**src/rtl/xbar_pkg.sv**
```systemverilog
// xbar_pkg: shared sizes, port state encoding and the round-robin pick helper
// for the 4x4 crossbar connection scheduler.
package xbar_pkg;

  localparam int NUM_M = 4;
  localparam int NUM_S = 4;
  localparam int IDX_W = 2;

  typedef enum logic {
    IDLE = 1'b0,
    BUSY = 1'b1
  } port_state_e;

  typedef struct packed {
    logic             vld;
    logic [IDX_W-1:0] idx;
  } rr_pick_t;

  // First set bit of cand in cyclic order ptr, ptr+1, ... (mod NUM_M).
  function automatic rr_pick_t rr_pick(input logic [NUM_M-1:0] cand,
                                       input logic [IDX_W-1:0] ptr);
    rr_pick_t         r;
    logic [IDX_W-1:0] i;
    r = '0;
    // Walk from the farthest offset down so the nearest candidate wins last.
    for (int k = NUM_M - 1; k >= 0; k--) begin
      i = ptr + IDX_W'(k);
      if (cand[i]) begin
        r.vld = 1'b1;
        r.idx = i;
      end
    end
    return r;
  endfunction

endpackage

```
**src/rtl/xbar_port_arb.sv**
```systemverilog
// xbar_port_arb: one slave port's IDLE/BUSY FSM, round-robin pointer, owner
// register and (with XBAR_HOLD_LIMIT_EN defined) a saturating hold counter
// that lets a waiting master preempt a long-held connection.
module xbar_port_arb
  import xbar_pkg::*;
#(
  parameter int HOLD_MAX = 16,
  parameter int CNT_W    = 8
) (
  input  logic             clk,
  input  logic             reset,
  input  logic [NUM_M-1:0] cand_i,   // eligible masters, current owner already excluded
  input  logic [NUM_M-1:0] req_i,
  input  logic [NUM_M-1:0] done_i,
  output logic [IDX_W-1:0] sel_d_o,  // next-state owner, used to build registered gnt
  output logic             vld_d_o,
  output logic [IDX_W-1:0] sel_q_o,
  output logic             vld_q_o
);

  port_state_e      state_q, state_d;
  logic [IDX_W-1:0] owner_q, owner_d;
  logic [IDX_W-1:0] ptr_q, ptr_d;
  rr_pick_t         pick;
  logic             rel;
  logic             take;
  logic             preempt;

  assign pick = rr_pick(cand_i, ptr_q);

`ifdef XBAR_HOLD_LIMIT_EN
  logic [CNT_W-1:0] cnt_q, cnt_d;

  // Preempt only when the hold limit is reached and somebody is waiting.
  assign preempt = (state_q == BUSY) && (cnt_q == CNT_W'(HOLD_MAX - 1)) && pick.vld;

  // Hold counter: clears on every grant, counts BUSY cycles and saturates.
  always_comb begin
    cnt_d = cnt_q;
    if (take) begin
      cnt_d = '0;
    end else if ((state_q == BUSY) && (cnt_q != '1)) begin
      cnt_d = cnt_q + CNT_W'(1);
    end
  end

  // Hold counter register.
  always_ff @(posedge clk or negedge reset) begin
    if (!reset) begin
      cnt_q <= '0;
    end else begin
      cnt_q <= cnt_d;
    end
  end
`else
  assign preempt = 1'b0;
`endif

  // Next-state logic: arbitrate when idle, or on release of the current owner.
  always_comb begin
    // NOTE: every output of this block gets a default first, so no path can infer a latch.
    state_d = state_q;
    owner_d = owner_q;
    ptr_d   = ptr_q;
    take    = 1'b0;
    rel     = done_i[owner_q] | ~req_i[owner_q] | preempt;
    case (state_q)
      IDLE: begin
        if (pick.vld) take = 1'b1;
      end
      BUSY: begin
        if (rel) begin
          if (pick.vld) take = 1'b1;
          else          state_d = IDLE;   // owner_q keeps the last select value
        end
      end
      default: state_d = IDLE;
    endcase
    if (take) begin
      state_d = BUSY;
      owner_d = pick.idx;
      ptr_d   = pick.idx + IDX_W'(1);
    end
  end

  // State, owner and pointer registers.
  always_ff @(posedge clk or negedge reset) begin
    // NOTE: sequential state uses non-blocking assignments and clears on the async reset edge.
    if (!reset) begin
      state_q <= IDLE;
      owner_q <= '0;
      ptr_q   <= '0;
    end else begin
      state_q <= state_d;
      owner_q <= owner_d;
      ptr_q   <= ptr_d;
    end
  end

  assign sel_d_o = owner_d;
  assign vld_d_o = (state_d == BUSY);
  assign sel_q_o = owner_q;
  assign vld_q_o = (state_q == BUSY);

endmodule

```
**src/rtl/xbar_sched.sv**
```systemverilog
// xbar_sched: 4-master x 4-slave crossbar connection scheduler. Builds each
// port's candidate set, runs four independent round-robin port arbiters and
// registers the per-master grants. Optional feature: XBAR_HOLD_LIMIT_EN
// (hold-time preemption inside xbar_port_arb).
module xbar_sched
  import xbar_pkg::*;
#(
  parameter int HOLD_MAX = 16,
  parameter int CNT_W    = 8
) (
  input  logic                   clk,
  input  logic                   reset,
  input  logic [NUM_M-1:0]       req,
  input  logic [IDX_W*NUM_M-1:0] dst,
  input  logic [NUM_M-1:0]       done,
  output logic [NUM_M-1:0]       gnt,
  output logic [IDX_W*NUM_S-1:0] sel,
  output logic [NUM_S-1:0]       sel_vld,
  output logic                   busy
);

  logic [NUM_M-1:0] cand [NUM_S];
  logic [IDX_W-1:0] sel_d [NUM_S];
  logic [IDX_W-1:0] sel_q [NUM_S];
  logic [NUM_S-1:0] vld_d;
  logic [NUM_S-1:0] vld_q;
  logic [NUM_M-1:0] gnt_q, gnt_d;

  // Candidates: requesting masters aimed at port j that hold no port yet.
  always_comb begin
    for (int j = 0; j < NUM_S; j++) begin
      cand[j] = '0;
      for (int i = 0; i < NUM_M; i++) begin
        cand[j][i] = req[i] & (dst[IDX_W*i +: IDX_W] == IDX_W'(j)) & ~gnt_q[i];
      end
    end
  end

  for (genvar j = 0; j < NUM_S; j++) begin : g_port
    xbar_port_arb #(
      .HOLD_MAX (HOLD_MAX),
      .CNT_W    (CNT_W)
    ) u_port (
      .clk     (clk),
      .reset   (reset),
      .cand_i  (cand[j]),
      .req_i   (req),
      .done_i  (done),
      .sel_d_o (sel_d[j]),
      .vld_d_o (vld_d[j]),
      .sel_q_o (sel_q[j]),
      .vld_q_o (vld_q[j])
    );
  end

  // Next grant vector: OR of the owners every port will have after this edge.
  always_comb begin
    gnt_d = '0;
    for (int j = 0; j < NUM_S; j++) begin
      if (vld_d[j]) gnt_d[sel_d[j]] = 1'b1;
    end
  end

  // Grant register, so gnt never depends combinationally on inputs.
  always_ff @(posedge clk or negedge reset) begin
    if (!reset) begin
      gnt_q <= '0;
    end else begin
      gnt_q <= gnt_d;
    end
  end

  // Pack per-port selects onto the flat output bus.
  always_comb begin
    sel = '0;
    for (int j = 0; j < NUM_S; j++) begin
      sel[IDX_W*j +: IDX_W] = sel_q[j];
    end
  end

  assign gnt     = gnt_q;
  assign sel_vld = vld_q;
  assign busy    = |vld_q;

endmodule
```
**config.mk**
```make
export PLATFORM = sky130hd
export DESIGN_NAME = xbar_sched
export DESIGN_NICKNAME = d
export VERILOG_FILES = /design/src/rtl/xbar_pkg.sv /design/src/rtl/xbar_port_arb.sv /design/src/rtl/xbar_sched.sv
export SDC_FILE = /design/constraint.sdc
export NUM_CORES = 1
export LEC_CHECK = 0
export CORE_MARGIN = 3
export CORE_UTILIZATION = 56
export DETAILED_ROUTE_END_ITERATION = 12
export PLACE_DENSITY = 0.85
export SLEW_MARGIN = 30
export SYNTH_ARGS = -nofsm -noshare
export SYNTH_HDL_FRONTEND = slang
export SYNTH_SLANG_ARGS = --single-unit
```
**constraint.sdc**
```tcl
create_clock -name clk -period 3.3 [get_ports clk]
set_clock_uncertainty 0.15 [all_clocks]
set_input_delay 0.825 -clock clk [delete_from_list [all_inputs] [get_ports clk]]
set_output_delay 0.825 -clock clk [all_outputs]
set_load 0.05 [all_outputs]
```
# Word-level counts from Yosys, hierarchy flattened
# Cells that the tools add are included.
# totals
regBits,24
inputBits,18
output_inout_bits,17
wordCells,233
# classes
addsub,16
n_lt_le_gt_ge,28
n_eq_ne,12
muxes,104
bitwise_logic,51
reduce_logical,9
# op_table
cell,n
$lt A2 B3 Y1 const B,24
$bmux W1 S2,24
$mux W1,48
$mux W3,16
$and A1 B1 Y1,32
$add A2 B1 Y2 const B,8
$add A2 B2 Y2 const B,8
$eq A2 B2 Y1 const B,8
$mux W4,4
$not A1 Y1,12
$or A4 B4 Y4,3
$demux W1 S2,4
$eq A2 B1 Y1 const B,4
$ge A2 B1 Y1 const B,4
$logic_not A2 Y1,4
$mux W2,4
$pmux W1 S2,4
$logic_and A1 B1 Y1,4
$or A1 B1 Y1,4
$reduce_or A4 Y1,1

# Logic depth before layout (Yosys ltp)
# depth
ltp_word,24
depth_mapped,6
depth_no_buf,6

# Modules after synthesis
# A second synthesis with hierarchy kept.
# unflattened
hier_cells,231
area_unflattened_um2,1993.2
# modules_own_cells
module,n_inst,cells_each,area_each_um2,seq_area_each_um2
xbar_port_arb (g_port[1].u_port ...),3,46,402.9,125.1
xbar_port_arb (g_port[0].u_port),1,46,392.9,125.1
xbar_sched,1,47,391.6,100.1

# Worst setup path before layout
# Ideal clock, no wire load.
# synth_path
kind,input to register
start,input port dst[2]
end,register gnt_q[3] (netlist: gnt[3])
setup_ns,0.139
arrival_ns,2.234
required_ns,3.011
slack_ns,0.777
cell_stages,6
n_path_buf,0
path_cell_list,nor4b_1 -> a21o_1 -> a21oi_1 -> o22a_1 -> nor2b_1 -> or4_1
# synth_between
elab_chain_cells,24
word_cells_on_any_way,115
classes_between,8 x order compare; 3 x eq/ne; 88 x mux; 11 x bitwise; 5 x reduce/logical
# synth_lines
element,line,text
start: declaration,xbar_sched.sv:14,"input logic [IDX_W*NUM_M-1:0] dst,"
$logic_not A2 Y1,xbar_sched.sv:34,cand[j][i] = req[i] & (dst[IDX_W*i +: IDX_W] == IDX_W'(j)) & ~gnt_q[i];
$and A1 B1 Y1 (2 in a row),xbar_sched.sv:34,
$bmux W1 S2,xbar_pkg.sv:28,if (cand[i]) begin
$mux W1 (not written as such),xbar_pkg.sv:28,
$mux W3 (4 in a row),xbar_pkg.sv:28,
$mux W1,"xbar_port_arb.sv:69, xbar_port_arb.sv:73",
$mux W1,xbar_port_arb.sv:72,if (rel) begin
$pmux W1 S2,xbar_port_arb.sv:67,case (state_q)
(+5 left out),--,
$mux W4,xbar_sched.sv:60,if (vld_d[j]) gnt_d[sel_d[j]] = 1'b1;
$or A4 B4 Y4 (no source line),--,
$mux W4,xbar_sched.sv:60,
$or A4 B4 Y4 (no source line),--,
$mux W4,xbar_sched.sv:60,
$or A4 B4 Y4 (no source line),--,
$mux W4 (*),xbar_sched.sv:60,
net gnt_d[3],xbar_sched.sv:27,"logic [NUM_M-1:0] gnt_q, gnt_d;"
end signal: assignment,xbar_sched.sv:69,gnt_q <= gnt_d;
end: declaration,xbar_sched.sv:27,
# The timed path passes the listed nets; every way through them passes the cells marked *. The select of a mux whose other input is x is not followed.
# A chain may end at the register's enable or synchronous reset.

# Final worst setup path
# layout_path
start,register g_port[2].u_port.state_q
end,output port busy
# layout_between
elab_chain_cells,1
# layout_lines
element,line,text
start: declaration,xbar_port_arb.sv:21,"port_state_e state_q, state_d;"
start signal: assignment,xbar_port_arb.sv:94,state_q <= state_d;
$reduce_or A4 Y1,xbar_sched.sv:83,assign busy = |vld_q;
end: declaration,xbar_sched.sv:19,output logic busy
# Every way passes these cells.

==> qor.csv <==
metric,value,unit
status,finished clean,
synthDistinctLibCells,55,
cts_num_sinks,24,
clock_tree.htree_level_count,1,
route.vias.total,1902,
cts.clk_slew.worst_paths,0.15,ns
cts_inserted_buffers,3,
netlist_instances,199,
post-route-min-period,3.053,ns
pwr_density_cell,822.7,nW/um^2
global_routing_usage_summed_across_all_routing_layers,28.22,%
p_leak,0.9519,nW
fin_setup_tns,0,ns
root_buffer,clkbuf_4,
routed_via_density,6.627,
postCtsSetupRepairBufs,0,
critPathRequiredTime,2.32,ns
syn_area_per_cell,9.312,um^2
post-synth-top-area-cell,dfrtp_1,
global_route_wire_length_before_repair,9.170,mm
tightestPinTransition,0.5101,ns
hold_buffers,0,
report.final.hold_viol_count,0,
rows,20,
hold_path.class,reg2reg,
relSlewSlack,65.89,%
flow.area_growth_from_synthesis,26.60,%
setup.worst_path.class,reg2out,
arrival_worst_endpoint,2.08,ns
total_wirelength_of_the_detailed_routed_design,5.500,mm
worst_hold_path.num_cells,2,
synth_async_sr_flop_share,100.0,%
synth_nets,217,
floorplan.initialDensity,59.72,%
postCtsResizedCells,0,
power,1.930,mW
final_cell_mix,"clkdlybuf4s50_1, dfrtp_1, nand2_1, nor2_1, a21oi_1",
drv_slew,0,
fmaxAchievable,327.6,MHz
fp.dieH,63.53,um
layout.cells.most_common,clkdlybuf4s50_1,
synth_seq_cells,24,
clock_latency_on_the_worst_skew_pair,0.33,ns
die_area,4035,um^2
placement.io_buffers,34,
num_antenna_cells,0,
maximum_root_to_sink_buffer_count,2,
grt_remaining_overflow,0,
drt-initial-drc-count,276,
post-route-drc-count,0,
grt_start_max_net_pins,25,
yosys_most_used_dff,dfrtp_1,
synthTopCellsByArea,"dfrtp_1, nand2_1, mux4_2",
drive_above_1_share,13.58,%
max-vdd-ir-drop,563.4,uV
setup.worst_path.end_class,primary output,
tritoncts,yes,
yosysWarnings,0,
place_worst_setup_slack,0.04384,ns
rsz0062_at_grt,false,
dp.final_hpwl,4.164,mm
first_global_vias,1937,
wire_per_inst,19.16,um
cp-start-kind,flop,
detail_route.first_pass.iterations,5,
gp_congestion,0.9408,
synth_edf_count,0,
synthDominantCellAreaShare,32.41,%
drv_cap,0,
num-nets-final,262,
die_w,63.53,um
mappedNetlistArea,1853,um^2
fin_crit_sh,92.50,%
synth.yosys.seq_area_share,32.41,%
critical_path_peak_fanout,7,
setup_viol,0,
worst_r2r_path_depth,6,
ios,35,
layout_setup_ws,0.2474,ns
core_region_area,3103,um^2
antenna_found_initial,0,
detail_route_antenna_nets,0,
## where the power goes
part | internal [mW] | leakage, nW | total [mW] | switching, mW
Combinational | 0.429 | 0.632 | 1.08 | 0.648
Clock | 0.123 | 0.0279 | 0.220 | 0.0969
Sequential | 0.418 | 0.292 | 0.633 | 0.215
## flip-flops by register name (all words and copies together) (netlist names)
signal	count
g_port.u_port.ptr_q	8
g_port.u_port.sel_q_o	8
g_port.u_port.vld_q_o	4
gnt	4
## synth_stat cells, drive strengths merged, types with 2 or more instances
| cell type | instances |
|---|---|
| o22ai | 5 |
| a21boi | 3 |
| nand4bb | 3 |
| and4b | 3 |
| nand3 | 4 |
| a21o | 3 |
| or3b | 2 |
| o21ai | 6 |
| or4b | 2 |
| o31ai | 2 |
| buf | 4 |
| a31oi | 2 |
| xnor2 | 2 |
| o21a | 3 |
| dfrtp | 24 |
| nor2 | 13 |
| xor2 | 2 |
| inv | 11 |
| o211ai | 3 |
| nand2 | 21 |
| a21oi | 16 |
| o221ai | 4 |
| nor3b | 2 |
| mux4 | 3 |
| and3 | 2 |
| nand3b | 7 |
| mux2i | 3 |
| o211a | 2 |
| nand2b | 5 |
| nor4b | 4 |
| nor2b | 7 |
| and4bb | 6 |
| or4 | 2 |
## final timing paths
path | start | end | slack (ns)
setup / recovery | g_port[2].u_port.vld_q_o$_DFF_PN0_ | busy | 0.25
hold / removal | g_port[1].u_port.ptr_q[1]$_DFFE_PN0N_ | g_port[1].u_port.ptr_q[1]$_DFFE_PN0N_ | 0.43
setup reg to reg | gnt[2]$_DFF_PN0_ | gnt[3]$_DFF_PN0_ | 0.96
hold reg to reg | g_port[1].u_port.ptr_q[1]$_DFFE_PN0N_ | g_port[1].u_port.ptr_q[1]$_DFFE_PN0N_ | 0.43
max in group asynchronous | reset | g_port[0].u_port.sel_q_o[0]$_DFF_PN0_ | 2.08
min in group asynchronous | reset | g_port[0].u_port.sel_q_o[1]$_DFF_PN0_ | 0.67
## per-layer routing
layer | vias to the layer above | share of wire [%] | routed length (um) | GRT usage, %
li1 | 853 | - | - | -
met3 | 21 | 9.0 | 493 | 5.526
met1 | 903 | 40 | 2208 | 36.01
met5 | - | 0 | 0 | 0
met4 | 0 | 2.4 | 134 | 9.164
met2 | 125 | 48 | 2663 | 47.72
## worst max-delay path, stage by stage, from the launching register on
cell             delay (ns)
dfrtp_1                0.49
or4_1                  0.55
clkdlybuf4s50_1        0.72
## cell type report
class / count / area, um^2
multi-input cells: 160 / 1181
fillers: 238 / 757.0
flip-flops and latches: 24 / 600.6
repair buffers: 44 / 415.4
well taps: 44 / 55.05
inverters: 11 / 41.29
clock inverters: 1 / 30.03
clock buffers: 3 / 22.52
## metrics by stage
| stage | instances | hold WS (ns) | utilization (%) | cell area [um^2] |
|---|---|---|---|---|
| 2_1_floorplan | 199 | 0.3627 | - | 1853 |
| 3_3_place_gp | 283 | 0.3811 | 73.91 | 2293 |
| 3_5_place_dp | 283 | 0.3945 | 73.91 | 2293 |
| 4_1_cts | 287 | 0.4267 | 75.60 | 2346 |
| 5_1_grt | 287 | 0.4914 | 75.60 | 2346 |
| 6_report | 287 | 0.4275 | 75.60 | 2346 |
## cells by family after synthesis
family,share of synthesized area (%)
compound gates,23.43
xor+xnor,1.891
buf+inv,3.849
flops,32.41
mux,5.874
simple gates,32.55
No activity file was read; power rests on OpenSTA's default activity.
